[src/rtl/calpoc_pkg.sv]
// Shared types and constants for the register-bank read path.
// FSM state encoding and the all-released output-enable pattern.
package calpoc_pkg;

  typedef enum logic [1:0] {
    ST_IDLE    = 2'd0,
    ST_DRIVE   = 2'd1,
    ST_PRESENT = 2'd2
  } state_e;

  localparam int OE_MAXW = 64;

  // Slice the low NREG bits for a bank of NREG registers.
  localparam logic [OE_MAXW-1:0] OE_OFF = '1;

endpackage

[src/rtl/oe_n_decode.sv]
// Index to one-hot active-low output-enable decoder.
// Ports: en_i gates the decode, addr_i register index, oe_n_o enables.
module oe_n_decode #(
  parameter int NREG = 8,
  parameter int AW   = 3
) (
  input  logic            en_i,
  input  logic [AW-1:0]   addr_i,
  output logic [NREG-1:0] oe_n_o
);

  always_comb begin
    oe_n_o = '1;
    for (int i = 0; i < NREG; i++) begin
      if (en_i && (addr_i == AW'(i))) begin
        oe_n_o[i] = 1'b0;
      end
    end
  end

endmodule

[src/rtl/reg_bank_reader.sv]
// Burst read sequencer for a bank of tri-state nibble registers.
// Ports: CP/MR clock and async reset, cmd_* burst request,
//   oe_n per-register enables, bus_d shared bus, out_* nibble stream,
//   busy high outside IDLE.
module reg_bank_reader
  import calpoc_pkg::*;
#(
  parameter int NREG   = 8,
  parameter int SETTLE = 1,
  parameter int LW     = 4,
  localparam int AW    = (NREG > 1) ? $clog2(NREG) : 1
) (
  input  logic            CP,
  input  logic            MR,
  input  logic            cmd_valid,
  output logic            cmd_ready,
  input  logic [AW-1:0]   cmd_addr,
  input  logic [LW-1:0]   cmd_len,
  output logic [NREG-1:0] oe_n,
  input  logic [3:0]      bus_d,
  output logic            out_valid,
  input  logic            out_ready,
  output logic [3:0]      out_data,
  output logic            out_last,
  output logic            busy
);

  localparam logic [NREG-1:0] OFF = OE_OFF[NREG-1:0];
  localparam logic [3:0] CNT_END = 4'(SETTLE - 1);

  state_e          state_q;
  logic [AW-1:0]   addr_q;
  logic [LW-1:0]   rem_q;
  logic [3:0]      cnt_q;
  logic [NREG-1:0] oe_n_q;
  logic            out_valid_q;
  logic [3:0]      out_data_q;
  logic            out_last_q;

  logic [AW-1:0]   cmd_addr_m;
  logic [AW-1:0]   addr_d;
  logic [AW-1:0]   dec_addr;
  logic            dec_en;
  logic [NREG-1:0] dec_oe;
  logic            hs;
  logic            rem_zero;

  // cmd_addr is below 2^AW < 2*NREG, so one subtraction is a full modulo.
  always_comb begin
    cmd_addr_m = cmd_addr;
    if ({1'b0, cmd_addr} >= (AW+1)'(NREG)) begin
      cmd_addr_m = cmd_addr - AW'(NREG);
    end
  end

  assign addr_d   = (addr_q == AW'(NREG - 1)) ? '0 : addr_q + AW'(1);
  assign hs       = out_valid_q & out_ready;
  assign rem_zero = (rem_q == '0);

  // Decode the index of whichever register the next DRIVE selects.
  always_comb begin
    dec_addr = addr_d;
    dec_en   = 1'b0;
    if (state_q == ST_IDLE) begin
      dec_addr = cmd_addr_m;
      dec_en   = cmd_valid;
    end else if (state_q == ST_PRESENT) begin
      dec_en = hs & ~rem_zero;
    end
  end

  oe_n_decode #(
    .NREG (NREG),
    .AW   (AW)
  ) u_dec (
    .en_i   (dec_en),
    .addr_i (dec_addr),
    .oe_n_o (dec_oe)
  );

  always_ff @(posedge CP or posedge MR) begin
    if (MR) begin
      state_q     <= ST_IDLE;
      addr_q      <= '0;
      rem_q       <= '0;
      cnt_q       <= '0;
      oe_n_q      <= OFF;
      out_valid_q <= 1'b0;
      out_data_q  <= '0;
      out_last_q  <= 1'b0;
    end else begin
      unique case (state_q)
        ST_IDLE: begin
          if (cmd_valid) begin
            addr_q  <= cmd_addr_m;
            rem_q   <= cmd_len;
            cnt_q   <= '0;
            oe_n_q  <= dec_oe;
            state_q <= ST_DRIVE;
          end
        end
        ST_DRIVE: begin
          if (cnt_q == CNT_END) begin
            out_data_q  <= bus_d;
            out_last_q  <= rem_zero;
            out_valid_q <= 1'b1;
            oe_n_q      <= OFF;
            state_q     <= ST_PRESENT;
          end else begin
            cnt_q <= cnt_q + 4'd1;
          end
        end
        ST_PRESENT: begin
          if (hs) begin
            out_valid_q <= 1'b0;
            if (rem_zero) begin
              state_q <= ST_IDLE;
            end else begin
              rem_q   <= rem_q - LW'(1);
              addr_q  <= addr_d;
              cnt_q   <= '0;
              oe_n_q  <= dec_oe;
              state_q <= ST_DRIVE;
            end
          end
        end
        default: begin
          oe_n_q      <= OFF;
          out_valid_q <= 1'b0;
          state_q     <= ST_IDLE;
        end
      endcase
    end
  end

  // Held low through reset so no command is taken until MR falls.
  assign cmd_ready = (state_q == ST_IDLE) & ~MR;
  assign busy      = (state_q != ST_IDLE);
  assign oe_n      = oe_n_q;
  assign out_valid = out_valid_q;
  assign out_data  = out_data_q;
  assign out_last  = out_last_q;

endmodule

[config.mk]
export PLATFORM = sky130hd
export DESIGN_NAME = reg_bank_reader
export DESIGN_NICKNAME = d
export VERILOG_FILES = /design/src/rtl/calpoc_pkg.sv /design/src/rtl/oe_n_decode.sv /design/src/rtl/reg_bank_reader.sv
export SDC_FILE = /design/constraint.sdc
export NUM_CORES = 1
export LEC_CHECK = 0
export BUFFER_PORTS_ARGS = -buffer_cell sky130_fd_sc_hd__buf_2
export CORE_MARGIN = 5
export CORE_UTILIZATION = 51
export DETAILED_ROUTE_END_ITERATION = 12
export PLACE_DENSITY = 0.81
export RECOVER_POWER = 50
export SYNTH_ARGS = -nofsm -noshare
export SYNTH_HDL_FRONTEND = slang
export SYNTH_SLANG_ARGS = --single-unit
[constraint.sdc]
create_clock -name CP -period 5.1 [get_ports CP]
set_clock_uncertainty 0.15 [all_clocks]
set_input_delay 0.255 -clock CP [delete_from_list [all_inputs] [get_ports CP]]
set_output_delay 0.255 -clock CP [all_outputs]
set_load 0.02 [all_outputs]
== Word-level counts from Yosys, hierarchy flattened ==
Cells that the tools add are included.
W data, S select, Z words.
Operators by class
  reduce and logical (&&, ||, !) cells: 21
  equal/unequal tests: 15
  bitwise gates (word level): 6
  multiplexer cells: 38
  add/sub/neg operators: 3
Operator list (number)
  $mux W8: 4
  $mux W4: 7
  $pmux W8 S3: 1
  $eq A3 B3 Y1 const B: 5
  $mux W3: 5
  $mux W1: 13
  $pmux W4 S3: 1
  $ne A2 B2 Y1 const B: 5
  $logic_and A1 B1 Y1: 8
  $logic_not A4 Y1: 2
  $pmux W4 S2: 1
  $reduce_and A4 Y1: 2
  $eq A3 B2 Y1 const B: 2
  $mux W2: 3
  $pmux W2 S3: 1
  $pmux W3 S2: 1
  $reduce_and A3 Y1: 2
  $reduce_and A5 Y1: 1
  $add A4 B1 Y4 const B: 1
  $reduce_bool A2 Y1: 2
  $sub A4 B1 Y4 const B: 1
  $add A3 B1 Y3 const B: 1
  $and A1 B1 Y1: 3
  $eq A3 B1 Y1 const B: 1
  8 further kinds: 10
Word-level totals
  output and inout port bits: 16
  word-level logic and storage cells: 91
  register bits: 27

== Depth between registers and ports, before layout ==
  depth in word-level cells: 10
  gate-level depth with buffers: 7
  depth with buffers taken out: 6

== By module ==
A second synthesis with hierarchy kept.
Second synthesis, totals
  cells, all modules: 160
  area total of the unflattened synthesis: 1636.6 um^2
By module, submodules not included
  reg_bank_reader: area each 1560.2 um^2, times used 1, seq. area each 685.7 um^2, cells each 152
  oe_n_decode: area each 76.3 um^2, times used 1, seq. area each 0.0 um^2, cells each 8

== Least setup slack after synthesis ==
No wires, ideal clock.
  path type: register -> register
  start: register rem_q[0]
  end: register cnt_q[2]
  setup time: 65 ps
  data required time: 4885 ps
  data arrival time: 1654 ps
  stages on the path, launching flop included: 8
  setup slack: 3231 ps
  path through: dfrtp_1 -> inv_1 -> ha_1 -> nor3b_1 -> or3_1 -> clkbuf_1 -> a2111o_1 -> nand2_1
On the way
  word-level cells in the longest chain between the ends: 3
Ends and longest elaborated chain
  start: declaration: RTL line reg_bank_reader.sv:33  | logic [LW-1:0] rem_q;
  start signal: assignment: RTL line reg_bank_reader.sv:96  | rem_q <= cmd_len;
  start signal: assignment: RTL line reg_bank_reader.sv:119  | rem_q <= rem_q - LW'(1);
  $logic_not A4 Y1: RTL line reg_bank_reader.sv:58  | assign rem_zero = (rem_q == '0);
  $ne A2 B2 Y1 (no line)
  $reduce_and A5 Y1 (no line)
  end signal: assignment: RTL line reg_bank_reader.sv:110  | cnt_q <= cnt_q + 4'd1;
  end: declaration: RTL line reg_bank_reader.sv:34  | logic [3:0] cnt_q;
Every way passes these cells.
A chain may end at the register's enable or synchronous reset.

== Worst setup path in the final report ==
  start: register state_q[1]
  end: register rem_q[2]
On the way
  word-level cells in the longest chain between the ends: 3
  elaborated cells on any way between the ends: 8
  those cells by class: 4 x eq/ne; 1 x mux; 3 x reduce/logical
Ends and longest elaborated chain
  start: declaration: RTL line reg_bank_reader.sv:31  | state_e state_q;
  start signal: assignment: RTL line reg_bank_reader.sv:83  | state_q <= ST_IDLE;
  start signal: assignment: RTL line reg_bank_reader.sv:99  | state_q <= ST_DRIVE;
  start signal: assignment: RTL line reg_bank_reader.sv:108  | state_q <= ST_PRESENT;
  $eq A2 B2 Y1 or $logic_not A2 Y1 (tied branches): RTL line reg_bank_reader.sv:92  | unique case (state_q)
  $ne A2 B2 Y1 (no line) or $reduce_bool A2 Y1 (tied branches)
  $reduce_and A4 Y1 (no line)
Several ways; a longest one is shown, not always the timed one.

==> results.toml <==
[finish]
fin_cells = 202
area_growth_pct = 15.4
insertedDiodeCount = 0
drive_above_1_share = 0.281
nets = 192

[floorplan]
core_sq_mm = 0.00273
pin_count = 31
die_area_sq_mm = 0.00399
die_height_um = 63.1
initial_core_util = 0.527
rows = 19
die_w_um = 63.1

[synthesis]
ys.flop_type = "dfrtp_1"
synthArstFlopShare = 1.00
syn_avg_cell_area_sq_um = 10.4
ys_top_cells_by_count = "19 x dfrtp_1, 12 x nand2_1, 10 x nor2_1"
synth_top_cell_by_area = "dfrtp_1"
yosysMostFrequentCell = "dfrtp_1"
synth_top_area_frac = 0.330
seq_area_frac_synth = 0.476
ys_seq_elements = 27
synth_edf_count = 0
synth_area_leaders = "dfrtp_1 33%, dfstp_2 15%, mux2_2 5.5%"
yosysWarnings = 0
post_synth_num_cell_types = 39
netlist_area_sq_mm = 0.00144
syn_nets = 158
synth_cells = 138

[global_route]
track_usage = 0.160
grt_pass1_vias = 1200
grt_pass1_wl_um = 5220
grt-ovfl-total = 0
grt_max_degree = 28
antenna_found_initial = 0

[power]
power.leakage_nw = 0.732
power_density_mw_per_mm2 = 632
vdd_drop_max_v = 0.000491

[detailed_routing]
wl_per_cell_um = 15.0
vias = 1156
drc = 0
wl_um = 3030
initialDrtViolationCount = 117
vias_per_cell = 5.72
drtPass1Iterations = 4
drt.antenna.violating_nets = 0

[critical_path]
worstPathRequired_ps = 5210
crit_type = "register to register"
cp.depth = 4
reg2reg_depth = 4
cp_slowest_stage_delay_ps = 880
cp_cell_sequence = "nand2b_1, o31ai_2, nand4_1, o2111ai_1"
cpMaxStageDelayCell = "o31ai_2"
critPathMaxFanout = 16
critPathLaunchType = "register"
end_kind = "register"
crit_arrival_ps = 2510
worst-path-buf-inv = 0
cp_top_family = "compound AO/OA/AOI/OAI gates"

[min_path]
holdCritPathClass = "input port to async pin"

[cts]
cts-root-buf = "clkbuf_4"
h-tree-depth = 1
cts_buffer_depth = 2
ctsResizeCount = 0
clk_latency_ps = 330
cts_tree = "built"
cts_setup_buffers = 0
clkSinkCount = 27
cts_buffers = 3
path_clk_slew_ps = 150

[sta]
fin_crit_ps = 2390
setup_viol = 0
holdWs_ps = -22.3
fin_crit_sh = 0.469
finalSetupTns_ps = 0
worst_pin_slew_ps = 1020
finalHoldViolCount = 19
slew_headroom = 0.318
rsz0062_at_grt = "false"
max_freq_ghz = 0.418
slew_violations = 0

[run_status]
violations = "negative hold slack"
outcome = "finished with violations"

[place]
place_hpwl_um = 2320
placement.io_buffers = 30
gp_congestion = 0.866
place_inst = 193

[job]
maxCapViolCount = 0
path summary, 6_finish.rpt:
path	startpoint	end	slack [ps]
max in group asynchronous	MR	out_valid	4210
min in group CP	cmd_len[0]	rem_q[0]	20
worst max-delay path	state_q[1]	rem_q[2]	2710
worst min-delay path	MR	addr_q[0]	-20
worst max register to register	state_q[1]	rem_q[2]	2710
worst min register to register	oe_n[7]	oe_n[7]	360
registers in the layout, summed over array words and instances, names as in the netlist:
register / flops
state_q: 2
oe_n: 8
out_data: 4
cnt_q: 4
addr_q: 3
rem_q: 4
out_last: 1
out_valid: 1
worst register-to-register path, cell delays in order, from the launching register on:
cell and delay (ps):
dfrtp_1 640, nand2b_1 300, o31ai_2 880, nand4_1 210
o2111ai_1 150
per-layer routing:
| layer | vias to the layer above | part of all wire | global-route usage |
|---|---|---|---|
| li1 | 561 | - | - |
| met5 | - | 0 | 0 |
| met2 | 46 | 0.47 | 0.253 |
| met1 | 545 | 0.45 | 0.214 |
| met3 | 4 | 0.063 | 0.0231 |
| met4 | 0 | 0.012 | 0.0769 |
cell type report:
cell class	count	area, sq um
Fill cell	232	1070
Sequential cell	27	686
Multi-Input combinational cell	96	683
Timing Repair Buffer	35	190
Tap cell	31	38.8
Inverter	9	33.8
Clock buffer	3	22.5
Clock inverter	1	7.51
cell families (layout without fill, tap and decap cells):
group,count (synthesis),in the layout,synth area share
and+or+nand+nor,52,52,0.185
AOI/OAI and AO/OA,26,26,0.149
adders and majority gates,5,5,0.0434
buffers and inverters,15,48,0.0495
muxes,13,13,0.0964
DFF,27,27,0.476
what timing repair did:
| item | CTS | global route |
|---|---|---|
| hold buffers | 5 | 0 |
| endpoints found under the hold margin | 5 | 0 |
| setup endpoints to repair | 0 | 0 |
layout by cell type (no fill, tap or decap), drive strengths merged, types with 2 or more instances in the layout:
cell	instances
a31oi	2
nor3	6
nor2	10
a21oi	4
ha	5
o2111ai	2
dlygate4sd3	5
nand2	12
mux2i	6
nand2b	2
nor3b	2
or3b	2
a2bb2oi	8
o21ai	2
mux2	7
inv	9
clkbuf	11
nor2b	3
dfrtp	19
or2	2
buf	22
dfstp	8
nand3	7
power by group:
group | total, W | internal, W | leakage (nW) | switching [W]
Clock | 0.0000957 | 0.0000301 | 0.0139 | 0.0000656
Sequential | 0.000402 | 0.000322 | 0.317 | 0.0000803
Combinational | 0.000553 | 0.000233 | 0.402 | 0.000320
per-stage QoR:
step	power (W)	utilization	worst slack, ps	hold slack [ps]	cell area, sq um
final	0.00105	0.608	2710	-22.3	1660
after global routing	0.00113	0.608	2550	19.2	1660
after CTS	0.00106	0.611	2780	4.72	1670
after detailed placement	0.000964	0.582	2810	344	1590
after global placement	0.000937	0.582	2930	314	1590
after floorplan	0.000833	-	3230	152	1440
Note: power is estimated with default switching activity, not from simulation.
